`config.mk`:
```
export PLATFORM = sky130hd
export DESIGN_NAME = ahb3lite_mem_slave
export DESIGN_NICKNAME = d
export VERILOG_FILES = /design/src/rtl/ahb3lite_pkg.sv /design/src/rtl/ahb3lite_lane_dec.sv /design/src/rtl/ahb3lite_mem_slave.sv
export SDC_FILE = /design/constraint.sdc
export NUM_CORES = 1
export LEC_CHECK = 0
export CAP_MARGIN = 20
export CORE_ASPECT_RATIO = 1.25
export CORE_MARGIN = 2
export CORE_UTILIZATION = 31
export DETAILED_ROUTE_END_ITERATION = 7
export PLACE_DENSITY = 0.85
export SLEW_MARGIN = 20
export SYNTH_ARGS = -nofsm -noshare
export SYNTH_HDL_FRONTEND = slang
export SYNTH_SLANG_ARGS = --single-unit
export TNS_END_PERCENT = 20
```
`constraint.sdc`:
```
create_clock -name HCLK -period 2.9 [get_ports HCLK]
set_input_delay 0.725 -clock HCLK [delete_from_list [all_inputs] [get_ports HCLK]]
set_output_delay 0.725 -clock HCLK [all_outputs]
set_load 0.005 [all_outputs]
```
`src/rtl/ahb3lite_pkg.sv`:
```
// Shared AHB3-Lite types for the memory slave: transfer/response encodings,
// the slave FSM state set and the wait-counter width.
package ahb3lite_pkg;

  typedef enum logic [1:0] {
    HTRANS_IDLE   = 2'b00,
    HTRANS_BUSY   = 2'b01,
    HTRANS_NONSEQ = 2'b10,
    HTRANS_SEQ    = 2'b11
  } HTRANS_state;

  typedef enum logic {
    HRESP_OKAY  = 1'b0,
    HRESP_ERROR = 1'b1
  } HRESP_state;

  typedef enum logic [2:0] {
    S_IDLE = 3'd0,
    S_WAIT = 3'd1,
    S_DATA = 3'd2,
    S_ERR1 = 3'd3,
    S_ERR2 = 3'd4
  } slave_state;

  // Wait counter width; wait parameters are limited to 0..15.
  localparam int WAIT_W = 4;

endpackage

```
`src/rtl/ahb3lite_lane_dec.sv`:
```
// Combinational byte-lane and alignment decode for one AHB transfer.
// be marks 2^size consecutive little-endian lanes starting at the lane
// selected by the low address bits; size_ok rejects transfers wider than
// the bus, aligned rejects addresses not on a 2^size boundary.
module ahb3lite_lane_dec #(
  parameter int DATA_WIDTH = 32
) (
  input  logic [31:0]             addr,
  input  logic [2:0]              size,
  output logic [DATA_WIDTH/8-1:0] be,
  output logic                    size_ok,
  output logic                    aligned
);

  localparam int NB = DATA_WIDTH / 8;
  localparam int LW = $clog2(NB);
  localparam logic [2:0] MAX_SIZE = 3'(LW);

  logic [31:0] align_mask;
  logic [8:0]  lane_lo;
  logic [8:0]  nbytes;

  assign size_ok    = (size <= MAX_SIZE);
  assign align_mask = (32'd1 << size) - 32'd1;
  assign aligned    = ((addr & align_mask) == 32'd0);
  assign lane_lo    = 9'(addr[LW-1:0]);
  assign nbytes     = 9'd1 << size;

  // A lane is enabled when its offset from the start lane is below the
  // transfer byte count; lanes below the start wrap to a large offset.
  genvar gi;
  generate
    for (gi = 0; gi < NB; gi++) begin : g_lane
      assign be[gi] = size_ok && ((9'(gi) - lane_lo) < nbytes);
    end
  endgenerate

endmodule

```
`src/rtl/ahb3lite_mem_slave.sv`:
```
// AHB3-Lite slave fronting a byte-addressed memory with combinational read.
// Legal beats insert a configurable number of wait states (NONSEQ vs SEQ),
// then complete in a single data cycle that strobes the memory. Out-of-range,
// oversize or misaligned beats get a two-cycle ERROR response instead.
module ahb3lite_mem_slave
  import ahb3lite_pkg::*;
#(
  parameter int DATA_WIDTH = 32,
  parameter int MEM_BYTES  = 4096,
  parameter int NSEQ_WAIT  = 2,
  parameter int SEQ_WAIT   = 0
) (
  input  logic                         HCLK,
  input  logic                         HRESETn,
  input  logic                         HSEL,
  input  logic                         HREADY,
  input  logic [31:0]                  HADDR,
  input  HTRANS_state                  HTRANS,
  input  logic [2:0]                   HSIZE,
  input  logic                         HWRITE,
  input  logic [DATA_WIDTH-1:0]        HWDATA,
  output logic                         HREADYOUT,
  output HRESP_state                   HRESP,
  output logic [DATA_WIDTH-1:0]        HRDATA,
  output logic                         mem_en,
  output logic                         mem_we,
  output logic [DATA_WIDTH/8-1:0]      mem_be,
  output logic [$clog2(MEM_BYTES)-1:0] mem_addr,
  output logic [DATA_WIDTH-1:0]        mem_wdata,
  input  logic [DATA_WIDTH-1:0]        mem_rdata
);

  localparam int NB = DATA_WIDTH / 8;
  localparam int AW = $clog2(MEM_BYTES);
  localparam logic [WAIT_W-1:0] NSEQ_WAIT_C = WAIT_W'(NSEQ_WAIT);
  localparam logic [WAIT_W-1:0] SEQ_WAIT_C  = WAIT_W'(SEQ_WAIT);

  slave_state        state_reg, state_next;
  logic [31:0]       addr_reg;
  logic [2:0]        size_reg;
  logic              write_reg;
  HTRANS_state       trans_reg;
  logic [WAIT_W-1:0] wait_cnt_reg, wait_cnt_next;

  logic              in_window, accept, in_range, in_legal;
  logic              in_size_ok, in_aligned;
  logic [NB-1:0]     in_be;
  logic [NB-1:0]     q_be;
  logic              q_size_ok, q_aligned;
  logic [WAIT_W-1:0] accept_wait, wait_limit;
  logic              unused_dec;

  // Legality of the beat being offered, needed to pick ERR1 at accept time.
  ahb3lite_lane_dec #(.DATA_WIDTH(DATA_WIDTH)) u_dec_in (
    .addr    (HADDR),
    .size    (HSIZE),
    .be      (in_be),
    .size_ok (in_size_ok),
    .aligned (in_aligned)
  );

  // Byte lanes of the registered beat, driven to memory in the data cycle.
  ahb3lite_lane_dec #(.DATA_WIDTH(DATA_WIDTH)) u_dec_q (
    .addr    (addr_reg),
    .size    (size_reg),
    .be      (q_be),
    .size_ok (q_size_ok),
    .aligned (q_aligned)
  );

  assign unused_dec = ^{in_be, q_size_ok, q_aligned};

  // Address phases are only taken when the previous beat is finishing.
  assign in_window   = (state_reg == S_IDLE) || (state_reg == S_DATA) ||
                       (state_reg == S_ERR2);
  assign accept      = HSEL && HREADY && in_window &&
                       ((HTRANS == HTRANS_NONSEQ) || (HTRANS == HTRANS_SEQ));
  assign in_range    = (HADDR[31:AW] == '0);
  assign in_legal    = in_range && in_size_ok && in_aligned;
  assign accept_wait = (HTRANS == HTRANS_SEQ) ? SEQ_WAIT_C : NSEQ_WAIT_C;
  assign wait_limit  = (trans_reg == HTRANS_SEQ) ? SEQ_WAIT_C : NSEQ_WAIT_C;

  // State, wait counter and address-phase capture.
  always_ff @(posedge HCLK or negedge HRESETn) begin
    if (!HRESETn) begin
      state_reg    <= S_IDLE;
      wait_cnt_reg <= '0;
      addr_reg     <= '0;
      size_reg     <= '0;
      write_reg    <= 1'b0;
      trans_reg    <= HTRANS_IDLE;
    end else begin
      state_reg    <= state_next;
      wait_cnt_reg <= wait_cnt_next;
      if (accept) begin
        addr_reg  <= HADDR;
        size_reg  <= HSIZE;
        write_reg <= HWRITE;
        trans_reg <= HTRANS;
      end
    end
  end

  // Next state: wait counts up to the beat's limit; windowed states pipeline.
  always_comb begin
    state_next    = state_reg;
    wait_cnt_next = wait_cnt_reg;
    case (state_reg)
      S_WAIT: begin
        if (wait_cnt_reg == wait_limit - WAIT_W'(1)) begin
          state_next = S_DATA;
        end else begin
          wait_cnt_next = wait_cnt_reg + WAIT_W'(1);
        end
      end
      S_ERR1: state_next = S_ERR2;
      default: begin
        if (accept) begin
          wait_cnt_next = '0;
          if (!in_legal) begin
            state_next = S_ERR1;
          end else if (accept_wait != '0) begin
            state_next = S_WAIT;
          end else begin
            state_next = S_DATA;
          end
        end else begin
          state_next = S_IDLE;
        end
      end
    endcase
  end

  // Bus response and memory strobes decoded from the current state.
  always_comb begin
    HREADYOUT = 1'b1;
    HRESP     = HRESP_OKAY;
    HRDATA    = '0;
    mem_en    = 1'b0;
    mem_we    = 1'b0;
    mem_be    = '0;
    case (state_reg)
      S_WAIT: HREADYOUT = 1'b0;
      S_DATA: begin
        mem_en = 1'b1;
        mem_we = write_reg;
        mem_be = q_be;
        if (!write_reg) HRDATA = mem_rdata;
      end
      S_ERR1: begin
        HREADYOUT = 1'b0;
        HRESP     = HRESP_ERROR;
      end
      S_ERR2: HRESP = HRESP_ERROR;
      default: ;
    endcase
  end

  assign mem_addr  = addr_reg[AW-1:0];
  assign mem_wdata = HWDATA;

endmodule

```
==> run_results.csv <==
group,metric,value,unit
sta,tightest_slew,0.5363,ns
yosys,synth_flop_cell,"dfrtp_1",
sta,fin_crit_sh,0.9737,
cts,cts_buffers,3,
cts,hold_buffers,0,
drt,drc_errors,0,
drt,wl,5.912,mm
die,floorplan.rows,32,
sta,rsz0062_at_grt,"yes",
drt,top_layer_used,"met4",
min_path,hold_path_class,"reg -> reg",
cts,clk_latency,0.26,ns
layout,synthToLayoutAreaGrowth,73.51,%
grt,grt_max_degree,33,
yosys,syn-cell-area,1988,um2
job,drv_cap,0,
worst_setup_path,cp_cell_sequence,"buf_4 > or3b_4 > ha_4 > a21oi_1 > nor2b_1 > o21ai_1 > o211a_1 > clkdlybuf4s15_1",
cts,clk_path_buf_depth,2,
drt,firstDrtPassIters,4,
layout,post-route-util,0.5558,
yosys,synth_top_cell_area_share,0.3147,
yosys,synth_edf_count,0,
die,boundaryPins,190,
cts,cts_tree,"done",
yosys,synth_top_area_cell,"dfrtp_1",
yosys,ys_seq_area_frac,0.3147,
drt,avgRoutedWirePerCell,14.49,um
placement,post-place-cells,392,
placement,io_buffers,125,
layout,diodes,0,
die,die_w,75.63,um
sta,layout_min_cycle_time,2.824,ns
drt,num_vias,1888,
sta,maxSlewViolCount,0,
die,initial_core_util,0.3204,
drt,wl_met3,357,um
status,outcome,"complete, no violations",
worst_setup_path,slowest_delay,0.40,ns
yosys,synth_area_leaders,"dfrtp_1, buf_4, and2_1",
yosys,yosysWarnings,0,
drt,ant_nets,0,
cts,cts-root-buf,"clkbuf_8",
grt,grt.overflow.total,0,
yosys,synthAdderAreaFrac,0.08811,
power,p_leak,0.001993,uW
cts,cts_sinks,25,
yosys,syn_area_per_cell,9.378,um2
worst_setup_path,arrival,2.10,ns
grt,grt_antenna_before_repair,0,
drt,drt-initial-drc-count,28,
sta,slew_headroom,0.6425,
grt,grt_pass1_vias,1868,
yosys,async_flop_share,1.000,
die,core_area,6206,um2
sta,finClkSkew,0.002598,ns
worst_setup_path,endpoint_kind,"primary output",
sta,finalSetupViolCount,0,
worst_setup_path,slowest_stage,"dfrtp_1",
die,die_y,93.54,um
placement,gp_congestion,0.8687,
yosys,synth_top_family_by_area,"simple AND/OR/NAND/NOR gates",
die,design.die.area,7074,um2
drt,vias_per_cell,4.627,
worst_setup_path,crit_type,"reg -> out",
power,peakVddDrop,0.3853,mV
cts,cts_max_level,1,
layout,largest_reg_flops,12,
yosys,post-synth-top-count-cell,"and2_1",
yosys,synth_compound_area_frac,0.09755,
drt,wl_met1,2.276,mm
yosys,syn_nets,332,
layout,num-nets-final,444,
yosys,synth_cell_types,43,
yosys,synthSimpleGateAreaFrac,0.2448,
grt,grt_pass1_wl,8.418,mm
yosys,synthCells,212,
yosys,synth_seq_cells,25,
grt,grt_util_all_layers,0.1525,
yosys,yosys.area_share.xor_xnor,0,
layout,drive_gt1_frac,0.1796,
worst_setup_path,cp_max_fo,3,
drt,dr_wl_met2,3.151,mm
worst_setup_path,required,2.17,ns
sta,final_hold_viol_count,0,
sta,fmax,354.1,MHz
worst_setup_path,cp-start-kind,"register",
power,power_density,656.0,nW/um2
yosys,synthTopCellsByCount,"and2_1, buf_4, dfrtp_1",
cts,clkTransAtPathRegs,0.09,ns
layout,finalNonFillerCells,408,
yosys,synth_mux_area_frac,0.09566,
placement,dp_hpwl,4.599,mm
kinds of logic (layout without fill, tap and decap cells):
group | after synthesis | after routing
adders and majority gates | 14 | 14
AOI/OAI and AO/OA | 26 | 26
DFF | 25 | 25
muxes | 17 | 17
and+or+nand+nor | 80 | 80
buffers and inverters | 50 | 161
routing by layer:
| layer | vias to the layer above | track usage |
|---|---|---|
| met4 | 0 | 0.05702 |
| li1 | 917 | - |
| met3 | 20 | 0.03233 |
| met2 | 72 | 0.2688 |
| met5 | - | 0 |
| met1 | 879 | 0.1755 |
final timing paths:
| kind | start | end | slack [ns] | cells past startpoint |
|---|---|---|---|---|
| setup / recovery | size_reg[0]$_DFFE_PN0P_ | mem_be[1] | 0.08 | 8 |
| hold / removal | addr_reg[7]$_DFFE_PN0P_ | addr_reg[7]$_DFFE_PN0P_ | 0.49 | 2 |
| setup reg to reg | state_reg[1]$_DFFE_PN0P_ | wait_cnt_reg[3]$_DFFE_PN0P_ | 1.34 | 5 |
| hold reg to reg | addr_reg[7]$_DFFE_PN0P_ | addr_reg[7]$_DFFE_PN0P_ | 0.49 | 2 |
| max in group asynchronous | HRESETn | state_reg[1]$_DFFE_PN0P_ | 1.83 | 2 |
| min in group asynchronous | HRESETn | addr_reg[10]$_DFFE_PN0P_ | 0.81 | 2 |
stage by stage:
step	cell area (um2)	power (uW)	hold slack, ns	setup WS (ns)	TNS, ns
2_1_floorplan	1988	1241	0.4294	0.3800	0
3_3_place_gp	3146	1827	0.4687	0.05239	0
3_5_place_dp	3146	1877	0.4736	0.03213	0
4_1_cts	3283	2196	0.4961	-0.01442	-0.01442
5_1_grt	3450	2442	0.5307	-0.03508	-0.03508
6_report	3450	2263	0.4920	0.07621	0
power by group:
part / total (uW) / internal (uW) / leakage, uW / switching (uW)
clock network: 205 / 98.2 / 0.0000228 / 107
registers: 579 / 487 / 0.000302 / 92.7
logic: 1480 / 900 / 0.00167 / 578
critical path, delay by kind of cell, from the launching register on:
family                   cells  cell delay (ns)
AO/OA/AOI/OAI                3             0.41
adder cells (fa/ha/maj)      1             0.23
buffers and inverters        2             0.34
flip-flops                   1             0.40
AND/OR/NAND/NOR              2             0.46
repair_timing:
item	4_1_cts	5_1_grt
buffers inserted	7	3
cloned	0	2
pin swaps	3	2
gates resized for setup	11	37
endpoints found under the setup margin	14	34
cell usage in the layout (no fill, tap or decap), types with 2 or more instances in the layout:
cell type	Yosys	final
clkdlybuf4s50_1	0	90
and2_1	34	34
dlymetal6s2s_1	0	33
dfrtp_1	25	24
buf_4	32	20
mux2_2	16	16
nand2_1	12	12
ha_1	14	12
inv_1	9	8
nor4_1	6	6
o21ai_0	5	4
a21oi_1	4	4
or3b_4	1	3
nand3_1	3	3
nand3b_1	3	3
nor2_1	4	3
clkbuf_8	0	3
nand2b_1	2	2
nor3_1	2	2
o21bai_1	2	2
o211a_1	2	2
o21a_1	2	2
nor3b_1	2	2
o22ai_1	2	2
ha_4	0	2
clkbuf_16	0	2
final cells by class:
type / count / area, um2
Fill cell: 536 / 2756
Timing Repair Buffer: 148 / 1548
Multi-Input combinational cell: 137 / 1090
Sequential cell: 25 / 626.9
Tap cell: 85 / 106.4
Clock buffer: 4 / 45.04
Inverter: 9 / 33.78
(Power assumes the default switching activity.)
